**src/rtl/rf_wb_scoreboard.sv**
```systemverilog
// Register-file scoreboard: per-register busy tracking with RAW/WAW issue holds,
// plus round-robin arbitration of two writeback sources onto the single RF write port.
module rf_wb_scoreboard #(
    parameter int unsigned XLEN = 64,
    parameter int unsigned NREG = 32,
    parameter int unsigned AW   = 5
) (
    input  logic            clk,
    input  logic            rst,
    input  logic            issue_valid,
    input  logic [AW-1:0]   issue_rs1,
    input  logic [AW-1:0]   issue_rs2,
    input  logic            issue_wen,
    input  logic [AW-1:0]   issue_rd,
    output logic            issue_ready,
    input  logic            a_valid,
    input  logic [AW-1:0]   a_rd,
    input  logic [XLEN-1:0] a_data,
    output logic            a_ready,
    input  logic            b_valid,
    input  logic [AW-1:0]   b_rd,
    input  logic [XLEN-1:0] b_data,
    output logic            b_ready,
    output logic            rf_wen,
    output logic [AW-1:0]   rf_waddr,
    output logic [XLEN-1:0] rf_wdata,
    output logic [NREG-1:0] busy_mask,
    output logic            wb_err
);

    logic [NREG-1:0] busy_q;
    logic [NREG-1:0] busy_d;
    logic            last_grant_b_q;
    logic            grant_a;
    logic            grant_b;
    logic            accept;
    logic [AW-1:0]   sel_rd;
    logic [XLEN-1:0] sel_data;
    logic            hazard;
    logic            issue_fire;

    // Hazard check looks only at registered busy bits; a same-cycle commit is not bypassed.
    always_comb begin
        hazard = 1'b0;
        if ((issue_rs1 != '0) && busy_q[issue_rs1])
            hazard = 1'b1;
        if ((issue_rs2 != '0) && busy_q[issue_rs2])
            hazard = 1'b1;
        if (issue_wen && (issue_rd != '0) && busy_q[issue_rd])
            hazard = 1'b1;
    end

    assign issue_ready = ~hazard;
    assign issue_fire  = issue_valid & issue_ready & issue_wen & (issue_rd != '0);

    // Round-robin: on contention the source that did not win last time is granted.
    assign grant_a = a_valid & (~b_valid | last_grant_b_q);
    assign grant_b = b_valid & (~a_valid | ~last_grant_b_q);
    assign a_ready = grant_a;
    assign b_ready = grant_b;
    assign accept  = grant_a | grant_b;

    always_comb begin
        sel_rd   = b_rd;
        sel_data = b_data;
        if (grant_a) begin
            sel_rd   = a_rd;
            sel_data = a_data;
        end
    end

    // Commit clears first, then a new issue sets, so a set would win on a collision.
    always_comb begin
        busy_d = busy_q;
        if (rf_wen)
            busy_d[rf_waddr] = 1'b0;
        if (issue_fire)
            busy_d[issue_rd] = 1'b1;
        busy_d[0] = 1'b0;
    end

    always_ff @(posedge clk) begin
        if (rst) begin
            busy_q         <= '0;
            last_grant_b_q <= 1'b1;
            rf_wen         <= 1'b0;
            rf_waddr       <= '0;
            rf_wdata       <= '0;
            wb_err         <= 1'b0;
        end else begin
            busy_q <= busy_d;
            if (a_valid && b_valid)
                last_grant_b_q <= grant_b;
            rf_wen <= accept && (sel_rd != '0);
            if (accept) begin
                rf_waddr <= sel_rd;
                rf_wdata <= sel_data;
            end
            if (rf_wen && !busy_q[rf_waddr])
                wb_err <= 1'b1;
        end
    end

    assign busy_mask = {busy_q[NREG-1:1], 1'b0};

endmodule

```
**config.mk**
```make
export PLATFORM = sky130hd
export DESIGN_NAME = rf_wb_scoreboard
export DESIGN_NICKNAME = d
export VERILOG_FILES = /design/src/rtl/rf_wb_scoreboard.sv
export SDC_FILE = /design/constraint.sdc
export NUM_CORES = 1
export LEC_CHECK = 0
export ABC_AREA = 1
export BUFFER_PORTS_ARGS = -buffer_cell sky130_fd_sc_hd__buf_2
export CELL_PAD_IN_SITES_DETAIL_PLACEMENT = 0
export CELL_PAD_IN_SITES_GLOBAL_PLACEMENT = 2
export CORE_UTILIZATION = 24
export DETAILED_ROUTE_END_ITERATION = 16
export PLACE_DENSITY_LB_ADDON = 0.1
export SYNTH_ARGS = -nofsm -noshare
export SYNTH_HDL_FRONTEND = slang
export SYNTH_SLANG_ARGS = --single-unit
```
**constraint.sdc**
```tcl
create_clock -name clk -period 1.8 [get_ports clk]
set_clock_uncertainty 0.1 [all_clocks]
set_input_delay 0.09 -clock clk [delete_from_list [all_inputs] [get_ports clk]]
set_output_delay 0.09 -clock clk [all_outputs]
set_load 0.01 [all_outputs]
```
==> run_results.csv <==
group,metric,value,unit
clocking,clock_tree_root_buffer_cell,"clkbuf_16",
timing,max_clock_freq,0.500,GHz
worst_setup_path,critical_path.startpoint_type,"flop",
hold_path,hold_start,"a_data[19]",
place,port_buffers,263,
worst_setup_path,timing_worst_setup_path_type,"reg -> out",
worst_setup_path,regToRegEndpoint,"busy_q[22]",
pwr,power.share.switching,30.9,%
synth,synthArstFlopShare,0,%
timing,rsz_0062_raised_after_global_routing,"true",
synth,synth-edff-count,0,
detailed_routing,via_per_inst,4.70,
floorplanning,core_area,0.0244,mm²
worst_setup_path,r2r_setup_slk,-0.18,ns
place,place_hpwl,21600,µm
detailed_routing,totalWireLength,30700,µm
synth,synth_warnings,0,
synth,yosys.area.top_type_share,34.5,%
pwr,cellLeakagePower,0.00501,µW
worst_setup_path,timing.reg2reg.worst_path_depth,12,
detailed_routing,drt_drc_violations_left,0,
synth,syn-num-nets,1114,
detailed_routing,ant_nets,0,
flow_run,drv.max_cap_violation_count,0,
clocking,clock_sink_count,103,
global_route,first_global_vias,8013,
clocking,clockBufferDepth,2,
synth,synth_top_cell_by_area,"dfxtp_1",
place,gp_congestion,0.866,
layout,final_area,0.0104,mm²
clocking,tritoncts,"built",
place,placed_cells_incl_taps,1596,
detailed_routing,avgRoutedWirePerCell,17.6,µm
hold_path,worstHoldEndpoint,"rf_wdata[19]",
run_status,run_status,"finished with violations",
floorplanning,placementRows,57,
synth,ys_dominant_reg_cell,"dfxtp_1",
synth,synth_cells,955,
pwr,power_density,623,mW/mm²
timing,finalCritPeriodShare,111,%
layout,fraction_of_layout_instances_using_a_drive_strength_above_1,35.8,%
synth,synth-seq-cells,103,
layout,area_delta_synth_final,74.2,%
run_status,failed_checks,"negative setup slack",
worst_setup_path,timing.critical_path.required,1.61,ns
global_route,grtUsageTotal,23.1,%
detailed_routing,detail_route.iter0.violations,486,
clocking,htree_num_levels,3,
worst_setup_path,path_max_fanout,3,
synth,synth_cell_type_count,34,
detailed_routing,dr.pass1.iters,5,
global_route,grt_pass1_wl,45900,µm
pwr,power.share.sequential,38.3,%
timing,tightestPinTransition,1.30,ns
place,dp_worst_setup_slack,-0.182,ns
global_route,grt_max_degree,62,
hold_path,hold_class,"in -> reg",
pwr,report.power.total,6480,µW
synth,postSynthAreaPerCell,6.25,µm²
layout,post-route-util,42.6,%
synth,synth-seq-area-share,34.5,%
floorplanning,fp.dieH,160,µm
pwr,peakVddDrop,0.480,mV
layout,antenna-diode-count,0,
timing,timing.max_slew.rel_slack,13.2,%
hold_path,min_path_cells,5,
floorplanning,floorplan.initialDensity,24.5,%
worst_setup_path,critPathCaptureType,"primary output",
pwr,switching_power,2000,µW
worst_setup_path,regToRegStartpoint,"busy_q[11]",
layout,finish.net_count,1574,
timing,slew_violations,0,
global_route,global_route.overflow_total,0,
pwr,internal_power,4480,µW
global_route,antenna_violations_before_repair,0,
clocking,clk_pin_slew_worst_paths,0.08,ns
detailed_routing,vias,8200,
pwr,clkPwrFrac,35.3,%
timing,setup_violations,32,
place,dpl_cell_area,0.00836,mm²
clocking,cts_inserted_buffers,9,
worst_setup_path,arrival,1.81,ns
floorplanning,area_enclosed_by_the_die_boundary,0.0255,mm²
timing,final_critical_path_setup_slack,-0.199,ns
pwr,combinationalPowerShare,26.4,%
synth,synth.top_cells.by_area,"dfxtp_1 35%, nand2_1 21%, a21oi_1 8.5%",
floorplanning,design.portCount,265,
layout,final-instance-count-excl-fill,1744,
timing,hold_violations,0,
floorplanning,die_w,160,µm
clocking,clock_insertion_delay_worst_skew,0.36,ns
synth,netlist_area,0.00597,mm²
timing,finalWorstPathRequiredPeriod,2.00,ns
placed cells by master (no fill, tap or decap), types with 7 or more instances in the layout:
cell,instances
dlygate4sd3_1,119
nand3_1,33
nor2_1,49
dfxtp_2,13
o21ai_0,97
o221ai_1,7
nand2_1,318
nand4_1,36
nor3_1,16
inv_4,12
dfxtp_1,74
inv_2,17
buf_12,13
dfxtp_4,16
clkbuf_16,12
buf_6,14
nor2_2,9
buf_4,91
nand2_2,18
a21oi_1,96
buf_2,261
inv_1,38
worst max-delay path, cell delays in order (launching register included):
cell     delay (ns)
dfxtp_2        0.34
buf_6          0.12
nand2_1        0.07
nand3_2        0.08
nand3_2        0.07
nand4_1        0.08
nand3_1        0.10
nand2_2        0.08
nor2_4         0.15
buf_12         0.12
and2_4         0.13
buf_6          0.09
worst max-delay path by stage:
stage | slack, ns | cells past startpoint | to | start
global placement | -0.21 | 7 | busy_q[15] | issue_rd[0]
detailed placement | -0.18 | 7 | busy_q[15] | issue_rd[0]
global route | -0.29 | 15 | busy_q[28] | busy_q[19]
CTS | -0.21 | 11 | issue_ready | busy_q[24]
floorplan | 0.20 | 8 | rf_wdata[47] | last_grant_b_q
finish | -0.20 | 11 | issue_ready | busy_q[11]
flip-flops by register name, indices dropped and copies added, names as in the netlist:
| register | flops |
|---|---|
| rf_wdata | 64 |
| busy_q | 31 |
| rf_waddr | 5 |
| last_grant_b_q | 1 |
| rf_wen | 1 |
| wb_err | 1 |
what timing repair did:
item,4_1_cts,5_1_grt
gates resized for setup,71,64
endpoints found under the setup margin,33,39
hold endpoints to repair,67,0
setup buffers,4,4
hold buffers,119,0
gates cloned,2,4
pin swaps,20,28
kinds of logic after synthesis:
group / count (synthesis) / share of synthesized area, %
other: 1 / 0.0628
buffers and inverters: 126 / 9.95
DFF: 103 / 34.5
and+or+nand+nor: 491 / 34.3
AOI/OAI and AO/OA: 229 / 20.3
muxes: 5 / 0.838
per-layer routing:
layer  vias up  track usage, %  share of wire [%]
met4         0            5.59                1.8
met3        29            4.16                6.3
met2       294            40.0                 49
met1      3793            29.6                 43
li1       4084               -                  -
met5         -               0                  0
power groups by stage:
stage	Combinational (µW)	Clock (µW)	Sequential, µW
final	1710	2280	2480
after global routing	1860	2420	2500
after CTS	1670	2330	2490
after detailed placement	1380	0	2550
after global placement	1390	0	2550
after floorplan	625	0	2610
final cells by class:
cell class	instances	area, µm²
clock buffers	11	243
inverters	70	298
clock inverters	5	88.8
flip-flops and latches	103	2140
multi-input cells	726	3460
repair buffers	505	3770
fillers	2680	14000
well taps	324	405
metrics by stage:
step / TNS, ns / hold WS (ns)
floorplan: 0 / 0.160
finish: -3.80 / 0.00230
detailed placement: -4.70 / 0.304
CTS: -2.65 / 0.000961
global placement: -4.89 / 0.290
global route: -7.31 / 0.0139
cell usage after synthesis (3+ instances only):
| master | count |
|---|---|
| o221ai_1 | 7 |
| nor2_1 | 54 |
| o21ai_0 | 98 |
| nor3_1 | 16 |
| buf_8 | 4 |
| nand2_1 | 334 |
| buf_2 | 9 |
| a21oi_1 | 101 |
| buf_4 | 12 |
| nor2_2 | 4 |
| dfxtp_1 | 103 |
| nand2_2 | 3 |
| nand4_1 | 36 |
| inv_1 | 57 |
| o21ai_1 | 5 |
| a22oi_1 | 6 |
| o31ai_1 | 3 |
| inv_2 | 9 |
| clkbuf_1 | 29 |
| mux2i_1 | 5 |
| o211ai_1 | 3 |
| nand3_1 | 39 |
Note: power is estimated with default switching activity, not from simulation.
